File: src/rtl/wb_arb_pkg.sv
// Shared definitions for the writeback port arbiter.
//   NUM_WB_SRC        : number of result producers sharing the write port
//   WB_SRC_*          : source indices, also the wb_src / mux select encoding
//   wb_next_ptr()     : round-robin pointer advance after a grant
package wb_arb_pkg;

    localparam int NUM_WB_SRC = 5;

    localparam logic [2:0] WB_SRC_ALU    = 3'd0;
    localparam logic [2:0] WB_SRC_LOAD   = 3'd1;
    localparam logic [2:0] WB_SRC_MULDIV = 3'd2;
    localparam logic [2:0] WB_SRC_CSR    = 3'd3;
    localparam logic [2:0] WB_SRC_LINK   = 3'd4;

    // The pointer moves to the slot just after the winner, wrapping 4 -> 0.
    function automatic logic [2:0] wb_next_ptr(input logic [2:0] gsel);
        return (gsel == WB_SRC_LINK) ? WB_SRC_ALU : gsel + 3'd1;
    endfunction

endpackage

File: src/rtl/rr_pick5.sv
// Combinational rotate-priority picker over five requesters.
//   valid  : request vector, bit i = source i
//   ptr    : highest-priority source this cycle (0..4)
//   en     : when low no grant is issued
//   onehot : one-hot grant (or zero)
//   idx    : encoded grant index, 0 when no grant
//   any    : a grant is issued
module rr_pick5
    import wb_arb_pkg::*;
(
    input  logic [4:0] valid,
    input  logic [2:0] ptr,
    input  logic       en,
    output logic [4:0] onehot,
    output logic [2:0] idx,
    output logic       any
);

    logic [2:0] w_start;
    int         w_cand;

    // ptr is never above 4; clamp anyway so the scan stays in range.
    assign w_start = (ptr > WB_SRC_LINK) ? WB_SRC_ALU : ptr;

    always_comb begin
        onehot = '0;
        idx    = '0;
        any    = 1'b0;
        w_cand = 0;
        if (en) begin
            for (int k = 0; k < NUM_WB_SRC; k++) begin
                w_cand = int'(w_start) + k;
                if (w_cand >= NUM_WB_SRC) begin
                    w_cand = w_cand - NUM_WB_SRC;
                end
                if (!any && valid[w_cand]) begin
                    any            = 1'b1;
                    idx            = 3'(w_cand);
                    onehot[w_cand] = 1'b1;
                end
            end
        end
    end

endmodule

File: src/rtl/wb_mux5.sv
// 5:1 writeback select mux.
//   d : packed inputs, input i at [i*DATA_WIDTH +: DATA_WIDTH]
//   s : select 0..4 (5..7 yield zero)
//   y : selected input
module wb_mux5
    import wb_arb_pkg::*;
#(
    parameter int DATA_WIDTH = 64
) (
    input  logic [NUM_WB_SRC*DATA_WIDTH-1:0] d,
    input  logic [2:0]                       s,
    output logic [DATA_WIDTH-1:0]            y
);

    always_comb begin
        y = '0;
        case (s)
            WB_SRC_ALU:    y = d[0*DATA_WIDTH +: DATA_WIDTH];
            WB_SRC_LOAD:   y = d[1*DATA_WIDTH +: DATA_WIDTH];
            WB_SRC_MULDIV: y = d[2*DATA_WIDTH +: DATA_WIDTH];
            WB_SRC_CSR:    y = d[3*DATA_WIDTH +: DATA_WIDTH];
            WB_SRC_LINK:   y = d[4*DATA_WIDTH +: DATA_WIDTH];
            default:       y = '0;
        endcase
    end

endmodule

File: src/rtl/wb_port_arbiter.sv
// Round-robin arbiter for the single regfile write port, shared by
// ALU(0), load(1), mul/div(2), CSR(3) and PC+4 link(4).
//   req_valid/req_rd/req_data : per-source results, held until granted
//   req_ready                 : one-hot combinational grant
//   wb_valid/wb_ready         : one-entry output stage handshake; a transfer
//                               happens on a cycle where both are high
//   wb_we                     : write enable, suppressed for x0
//   wb_rd/wb_data/wb_src      : registered winner
//   busy_stall                : a request is pending but nothing is granted
module wb_port_arbiter
    import wb_arb_pkg::*;
#(
    parameter int DATA_WIDTH = 64,
    parameter int REG_ADDR_W = 5
) (
    input  logic                             clk,
    input  logic                             rst,
    input  logic [4:0]                       req_valid,
    input  logic [NUM_WB_SRC*REG_ADDR_W-1:0] req_rd,
    input  logic [NUM_WB_SRC*DATA_WIDTH-1:0] req_data,
    output logic [4:0]                       req_ready,
    output logic                             wb_valid,
    input  logic                             wb_ready,
    output logic                             wb_we,
    output logic [REG_ADDR_W-1:0]            wb_rd,
    output logic [DATA_WIDTH-1:0]            wb_data,
    output logic [2:0]                       wb_src,
    output logic                             busy_stall
);

    logic                  r_wb_valid;
    logic [REG_ADDR_W-1:0] r_wb_rd;
    logic [DATA_WIDTH-1:0] r_wb_data;
    logic [2:0]            r_wb_src;
    logic [2:0]            r_rr_ptr;

    logic                  w_load_en;
    logic                  w_any;
    logic [2:0]            w_gsel;
    logic [4:0]            w_onehot;
    logic [DATA_WIDTH-1:0] w_sel_data;
    logic [REG_ADDR_W-1:0] w_sel_rd;

    // Stage accepts a new entry when empty or being drained this cycle.
    // Grants are held off while rst is asserted.
    assign w_load_en = (!r_wb_valid || wb_ready) && !rst;

    rr_pick5 u_pick (
        .valid  (req_valid),
        .ptr    (r_rr_ptr),
        .en     (w_load_en),
        .onehot (w_onehot),
        .idx    (w_gsel),
        .any    (w_any)
    );

    wb_mux5 #(.DATA_WIDTH(DATA_WIDTH)) u_data_mux (
        .d (req_data),
        .s (w_gsel),
        .y (w_sel_data)
    );

    wb_mux5 #(.DATA_WIDTH(REG_ADDR_W)) u_rd_mux (
        .d (req_rd),
        .s (w_gsel),
        .y (w_sel_rd)
    );

    always_ff @(posedge clk or posedge rst) begin
        if (rst) begin
            r_wb_valid <= 1'b0;
            r_wb_rd    <= '0;
            r_wb_data  <= '0;
            r_wb_src   <= WB_SRC_ALU;
            r_rr_ptr   <= WB_SRC_ALU;
        end else if (w_any) begin
            // A grant overwrites the stage even if it is draining this cycle.
            r_wb_valid <= 1'b1;
            r_wb_rd    <= w_sel_rd;
            r_wb_data  <= w_sel_data;
            r_wb_src   <= w_gsel;
            r_rr_ptr   <= wb_next_ptr(w_gsel);
        end else if (r_wb_valid && wb_ready) begin
            r_wb_valid <= 1'b0;
        end
    end

    assign req_ready  = w_onehot;
    assign wb_valid   = r_wb_valid;
    assign wb_rd      = r_wb_rd;
    assign wb_data    = r_wb_data;
    assign wb_src     = r_wb_src;
    assign wb_we      = r_wb_valid && (r_wb_rd != '0);
    assign busy_stall = (|req_valid) && !w_any;

endmodule

File: config.mk
export PLATFORM = sky130hd
export DESIGN_NAME = wb_port_arbiter
export DESIGN_NICKNAME = d
export VERILOG_FILES = /design/src/rtl/wb_arb_pkg.sv /design/src/rtl/rr_pick5.sv /design/src/rtl/wb_mux5.sv /design/src/rtl/wb_port_arbiter.sv
export SDC_FILE = /design/constraint.sdc
export NUM_CORES = 1
export LEC_CHECK = 0
export CORE_AREA = 2 2 169 171
export DETAILED_ROUTE_END_ITERATION = 12
export DIE_AREA = 0 0 171 173
export PLACE_DENSITY = 0.7
export RECOVER_POWER = 50
export SLEW_MARGIN = 25
export SYNTH_ARGS = -nofsm -noshare
export SYNTH_HDL_FRONTEND = slang
export SYNTH_SLANG_ARGS = --single-unit
File: constraint.sdc
create_clock -name clk -period 4.5 [get_ports clk]
set_input_delay 0.675 -clock clk [delete_from_list [all_inputs] [get_ports clk]]
set_output_delay 0.675 -clock clk [all_outputs]
set_load 0.03 [all_outputs]
Word level (Yosys, flattened, before mapping)

Cells that the tools add are included.

$add $sub $neg: 10
Order comparisons: 16
Equal/unequal tests: 4
Muxes and demuxes: 67
Bitwise logic cells: 4
Reductions and logical operators: 25

Operators with widths:

| kind                    | number |
|---|---|
| $mux W32                | 10 |
| $pmux W64 S5            | 1 |
| $ge A32 B1 Y1 const B   | 5 |
| $lt A32 B5 Y1 const B   | 5 |
| $ge A32 B4 Y1 const B   | 4 |
| $sub A32 B4 Y32 const B | 4 |
| $mux W5                 | 10 |
| $mux W1                 | 27 |
| $pmux W5 S5             | 1 |
| $mux W3                 | 8 |
| $or A5 B5 Y5            | 4 |
| $bmux W1 S3             | 5 |
| $demux W1 S3            | 5 |
| $logic_and A1 B1 Y1     | 13 |
| $add A3 B2 Y4 const B   | 2 |
| $logic_not A1 Y1        | 7 |
| $eq A3 B2 Y1 const B    | 2 |
| $reduce_bool A5 Y1      | 1 |
| $reduce_or A5 Y1        | 1 |
| $add A3 B1 Y4 const B   | 1 |
| $add A3 B3 Y4 const B   | 1 |
| $sub A3 B3 Y4 const B   | 1 |
| $add A3 B1 Y3 const B   | 1 |
| $eq A3 B1 Y1 const B    | 1 |
| other kinds (6)         | 6 |

Bits in registers: 76
Input bits: 353
Output and inout bits: 80
Logic and storage cells: 131

Longest topological paths before layout

Depth after elaboration: 28
Gate-level depth with buffers: 25

Modules after synthesis

A second synthesis with hierarchy kept.

Cell total of the unflattened synthesis: 735
Area, all modules: 7165.6 sq um

By module, submodules not included:

| module                | instances | cells each | area each (sq um) | sequential area each (sq um) |
|---|---|---|---|---|
| wb_port_arbiter       | 1         | 177        | 2976.6            | 1901.8 |
| wb_mux5 at u_data_mux | 1         | 311        | 2477.4            | 0.0 |
| rr_pick5              | 1         | 220        | 1481.4            | 0.0 |
| wb_mux5 at u_rd_mux   | 1         | 27         | 230.2             | 0.0 |

Worst setup path after synthesis

OpenSTA, ideal clock, no wires.

Path type: in2reg
Start point: in rst
End point: reg r_wb_data[50] (netlist: wb_data[50])
Library setup time: 0.142 ns
Arrival time: 4.792 ns
Path slack: -0.433 ns
Stages on the path: 14
Path through: inv_1 nand2_1 nor3_1 a32o_1 buf_6 inv_6 buf_6 buf_6 ha_1 clkbuf_1 clkbuf_1 clkbuf_1 a222oi_1 a32oi_1

Cells in the longest elaborated chain, start to end: 5

RTL lines:

| what                                  | line                  | source |
|---|---|---|
| from (decl)                           | wb_port_arbiter.sv:17 | `input logic rst,` |
| $logic_not A1 Y1 (no source line) (*) | n/a                   |  |
| $logic_and A1 B1 Y1 (*)               | wb_port_arbiter.sv:46 | `assign w_load_en = (!r_wb_valid \|\| wb_ready) && !rst;` |
| $mux W3                               | rr_pick5.sv:30        | `if (en) begin` |
| $eq A3 B3 Y1 (tied with other cells)  | wb_mux5.sv:17         | `case (s)` |
| $pmux W64 S5                          | wb_mux5.sv:17         |  |
| to (signal assigned)                  | wb_port_arbiter.sv:80 | `r_wb_data <= w_sel_data;` |
| to (decl)                             | wb_port_arbiter.sv:33 | `logic [DATA_WIDTH-1:0] r_wb_data;` |

Mark *: on every way between the ends. The rest lies on a longest branch, timed or not.
A chain may end at the register's enable or synchronous reset.

Final worst setup path

Start point: reg r_rr_ptr[0]
End point: out req_ready[3]

Cells in the longest elaborated chain, start to end: 26

RTL lines:

| what                                                     | line                  | source |
|---|---|---|
| from (decl)                                              | wb_port_arbiter.sv:35 | `logic [2:0] r_rr_ptr;` |
| from (signal assigned)                                   | wb_port_arbiter.sv:82 | `r_rr_ptr <= wb_next_ptr(w_gsel);` |
| $gt A3 B3 Y1                                             | rr_pick5.sv:23        | `assign w_start = (ptr > WB_SRC_LINK) ? WB_SRC_ALU : ptr;` |
| $mux W3 (*)                                              | rr_pick5.sv:23        |  |
| branches (longest 22 deep; another with $sub A32 B4 Y32) | n/a                   |  |
| $mux W5 (*)                                              | rr_pick5.sv:36        | `if (!any && valid[w_cand]) begin` |
| $mux W5 (*)                                              | rr_pick5.sv:30        |  |
| to (decl)                                                | wb_port_arbiter.sv:21 | `output logic [4:0] req_ready,` |

Every way passes the cells marked *. The select of a mux whose other input is x is not followed.

==> flow_summary_export.csv <==
group,metric,value,unit
cts,htree_levels,3,
yosys,net_count_after_synthesis,1222,
yosys,yosysWarningCount,0,
yosys,syn_area_per_cell,8.12,um2
critical_path,cp-end-kind,"output pin",
drt,wl_per_cell,22.7,um
yosys,ys_async_sr_fraction,100,%
critical_path,critical_path_arrival,4000,ps
sta,final.hold.worst_slack,478,ps
yosys,netlist_instances,851,
sta,final_critical_path_setup_slack,-173,ps
cts,clk_path_buf_depth,2,
pwr,total_switching_power,5980,uW
sta,worst_clock_skew,11.0,ps
pwr,intPower,5910,uW
cells_and_area,final_net_count,1696,
status,violations,"max-capacitance violations, max-slew violations, negative setup slack",
pwr,power_switching_share,50.3,%
critical_path,required,3830,ps
pwr,vdd_ir_drop_max,0.549,mV
sta,max_freq,0.214,GHz
placement,port-buffer-count,432,
yosys,synth_area,6910,um2
pwr,power.share.combinational,83.5,%
sta,worstMarginPinSlew,2120,ps
drt,routed_via_count,9599,
critical_path,timing_worst_setup_path_type,"register to output pin",
die,rows,61,
sta,final_hold_violations,0,
pwr,power.leakage,0.00519,uW
cts,numClockSinks,76,
placement,dp.final_hpwl,28.6,mm
yosys,seq_area_frac_synth,27.5,%
drt,routed_wl,38.8,mm
cts,clkTransAtPathRegs,70,ps
cells_and_area,layout.cells.non_filler,1710,
global_route,grt_util_overall,24.6,%
min_path,min_path_type,"register to register",
drt,drtAntennaViolNets,0,
cts,tritoncts.num_buffers,9,
drt,firstDrtPassIters,8,
pwr,share_seq_of_total_power,9.9,%
pwr,power-per-cell-area,900,nW/um2
die,die_height,173,um
cts,tritoncts,"done",
die,die_area,29600,um2
yosys,synth_enable_flop_cells,0,
drt,route.detailed.drc,0,
status,run_status,"finished, violations left",
die,core_region_area,27600,um2
die,die_width,171,um
cells_and_area,layout-drive-gt1-share,16.2,%
sta,period_needed,4670,ps
cts,worstSkewPairLatency,340,ps
global_route,grt_pass1_vias,9402,
sta,unrepaired_setup_endpoints_after_global_routing,"yes",
die,initial_core_util,25.0,%
global_route,grt_antenna_before_repair,2,
global_route,grt_start_max_net_pins,90,
placement,placedCellCount,1669,
placement,place_congestion,0.927,
cts,clk_tree_root_cell,"sky130_fd_sc_hd__clkbuf_16",
die,io_pins,433,
critical_path,critical_path.startpoint_type,"register",
pwr,power.clock.fraction,6.6,%
sta,final-setup-viol-count,69,
global_route,first_pass_grt_wire_length,56.0,mm
sta,maxSlewHeadroom,-41.6,%
cells_and_area,areaGrowthSynthToFinish,91.2,%
flow_run,drv.max_cap_violation_count,1,
sta,final_max_slew_viol_count,34,
cells_and_area,postLayoutCoreUtil,47.8,%
sta,timing.final.crit_share,104,%
drt,drtIter0Drc,957,
placement,detailedPlace.worstSlack,-285,ps
yosys,yosys_register_bits,76,
sta,fin_tns_setup,-4780,ps
yosys,yosys_most_used_dff,"sky130_fd_sc_hd__dfrtp_1",
critical_path,crit_fanout,4,
drt,vias_per_cell,5.61,
global_route,overflow,0,
yosys,synth.distinct_cells,77,
[worst max-delay path: stages (launching register included)]
cell and delay, ps:
sky130_fd_sc_hd__dfrtp_1 400, sky130_fd_sc_hd__or3b_4 420, sky130_fd_sc_hd__clkinv_8 70, sky130_fd_sc_hd__ha_4 200, sky130_fd_sc_hd__nand2b_4 140, sky130_fd_sc_hd__mux2_4 310
sky130_fd_sc_hd__or3_4 410, sky130_fd_sc_hd__a311oi_4 330, sky130_fd_sc_hd__buf_4 180, sky130_fd_sc_hd__nor4b_4 50, sky130_fd_sc_hd__nor2b_4 160, sky130_fd_sc_hd__buf_6 110
sky130_fd_sc_hd__buf_6 120, sky130_fd_sc_hd__and3b_2 230, sky130_fd_sc_hd__a31oi_1 220, sky130_fd_sc_hd__a31oi_1 120, sky130_fd_sc_hd__buf_4 190
[state kept, by name, indices dropped and copies added, names as in the netlist]
signal    count
wb_data      64
wb_rd         5
r_rr_ptr      3
wb_src        3
wb_valid      1
[path summary, 6_finish.rpt]
kind	start	endpoint	slack, ps	cells past startpoint
worst max register to register	r_rr_ptr[0]$_DFFE_PP0P_	wb_data[43]$_DFFE_PP0P_	-170	20
worst min register to register	wb_src[0]$_DFFE_PP0P_	wb_src[0]$_DFFE_PP0P_	480	2
min in group asynchronous	rst	r_rr_ptr[0]$_DFFE_PP0P_	1720	3
worst min-delay path	wb_src[0]$_DFFE_PP0P_	wb_src[0]$_DFFE_PP0P_	480	2
worst max-delay path	r_rr_ptr[0]$_DFFE_PP0P_	req_ready[3]	-170	16
max in group asynchronous	rst	wb_rd[1]$_DFFE_PP0P_	630	4
[repair_timing]
item,CTS,global route
setup endpoints to repair,74,77
pin swaps,32,32
buffers inserted,12,4
hold buffers,0,0
resized for setup,39,20
gates cloned,2,5
[layout by cell type (no fill, tap or decap), types with 3 or more instances in the layout]
cell,n
sky130_fd_sc_hd__dfrtp_1,76
sky130_fd_sc_hd__o31ai_1,3
sky130_fd_sc_hd__a22o_1,44
sky130_fd_sc_hd__a21oi_2,3
sky130_fd_sc_hd__nor3_1,4
sky130_fd_sc_hd__nor4_1,3
sky130_fd_sc_hd__a32o_1,25
sky130_fd_sc_hd__o21ai_0,10
sky130_fd_sc_hd__nor2_2,3
sky130_fd_sc_hd__and2_1,6
sky130_fd_sc_hd__a222oi_1,70
sky130_fd_sc_hd__dlygate4sd3_1,37
sky130_fd_sc_hd__nand3_1,148
sky130_fd_sc_hd__and3_1,3
sky130_fd_sc_hd__a32oi_1,44
sky130_fd_sc_hd__buf_4,98
sky130_fd_sc_hd__or3_4,3
sky130_fd_sc_hd__buf_12,15
sky130_fd_sc_hd__nand2b_1,8
sky130_fd_sc_hd__ha_4,7
sky130_fd_sc_hd__ha_1,9
sky130_fd_sc_hd__inv_6,3
sky130_fd_sc_hd__nand4_1,7
sky130_fd_sc_hd__clkdlybuf4s50_1,389
sky130_fd_sc_hd__clkbuf_16,12
sky130_fd_sc_hd__nor2_1,23
sky130_fd_sc_hd__a21oi_1,14
sky130_fd_sc_hd__nand2b_4,3
sky130_fd_sc_hd__a31oi_1,10
sky130_fd_sc_hd__clkbuf_1,3
sky130_fd_sc_hd__buf_6,14
sky130_fd_sc_hd__nand2_1,126
sky130_fd_sc_hd__inv_1,14
sky130_fd_sc_hd__nor2b_1,6
[power groups by stage]
stage	logic, uW	registers, uW	clock network, uW
4_1_cts	9450	1180	806
2_1_floorplan	5010	1620	0
6_report	9930	1180	781
3_3_place_gp	8760	1180	0
5_1_grt	10600	1210	832
3_5_place_dp	8830	1200	0
[cells in the mapped netlist, types with 8 or more instances]
library cell	instances	area share, %
sky130_fd_sc_hd__nand3_1	148	11
sky130_fd_sc_hd__a31oi_1	12	1.1
sky130_fd_sc_hd__o21ai_0	12	0.87
sky130_fd_sc_hd__a222oi_1	70	10
sky130_fd_sc_hd__nand2_1	126	6.8
sky130_fd_sc_hd__ha_1	18	3.3
sky130_fd_sc_hd__dfrtp_1	76	28
sky130_fd_sc_hd__a22o_1	45	5.7
sky130_fd_sc_hd__buf_2	24	1.7
sky130_fd_sc_hd__nand2b_1	11	1.0
sky130_fd_sc_hd__a32o_1	26	3.8
sky130_fd_sc_hd__a21oi_1	16	1.2
sky130_fd_sc_hd__a32oi_1	44	5.6
sky130_fd_sc_hd__inv_1	16	0.87
sky130_fd_sc_hd__buf_6	8	1.3
sky130_fd_sc_hd__clkbuf_1	54	2.9
sky130_fd_sc_hd__nor2b_1	8	0.72
sky130_fd_sc_hd__nor2_1	26	1.4
[stage by stage]
stage / power, uW / area, um2
global placement: 9940 / 12300
floorplan: 6630 / 7090
detailed placement: 10000 / 12300
CTS: 11400 / 13000
finish: 11900 / 13200
global route: 12700 / 13200
[logic make-up after synthesis]
group,Yosys count,share of synthesized area [%]
AND/OR/NAND/NOR,364,25.3
multiplexers,4,0.634
AO/OA/AOI/OAI,271,35.0
adder cells (fa/ha/maj),18,3.26
flip-flops,76,27.5
XOR/XNOR,2,0.254
buffers and inverters,116,8.08
[area by class of cell]
cell class / instances / area [um2]
Antenna cell: 2 / 5.00
Clock buffer: 12 / 246
Clock inverter: 4 / 56.3
Fill cell: 2698 / 14400
Inverter: 19 / 93.8
Multi-Input combinational cell: 660 / 4860
Sequential cell: 76 / 1900
Tap cell: 378 / 473
Timing Repair Buffer: 559 / 5570
[layer usage]
metal | vias up | track usage [%] | share of wire [%]
met5 | - | 0 | 0
met4 | 0 | 9.64 | 3.6
met3 | 72 | 4.19 | 7.0
met2 | 466 | 41.3 | 50
met1 | 4691 | 31.2 | 40
li1 | 4370 | - | -
Power figures use the tool's default switching activity.
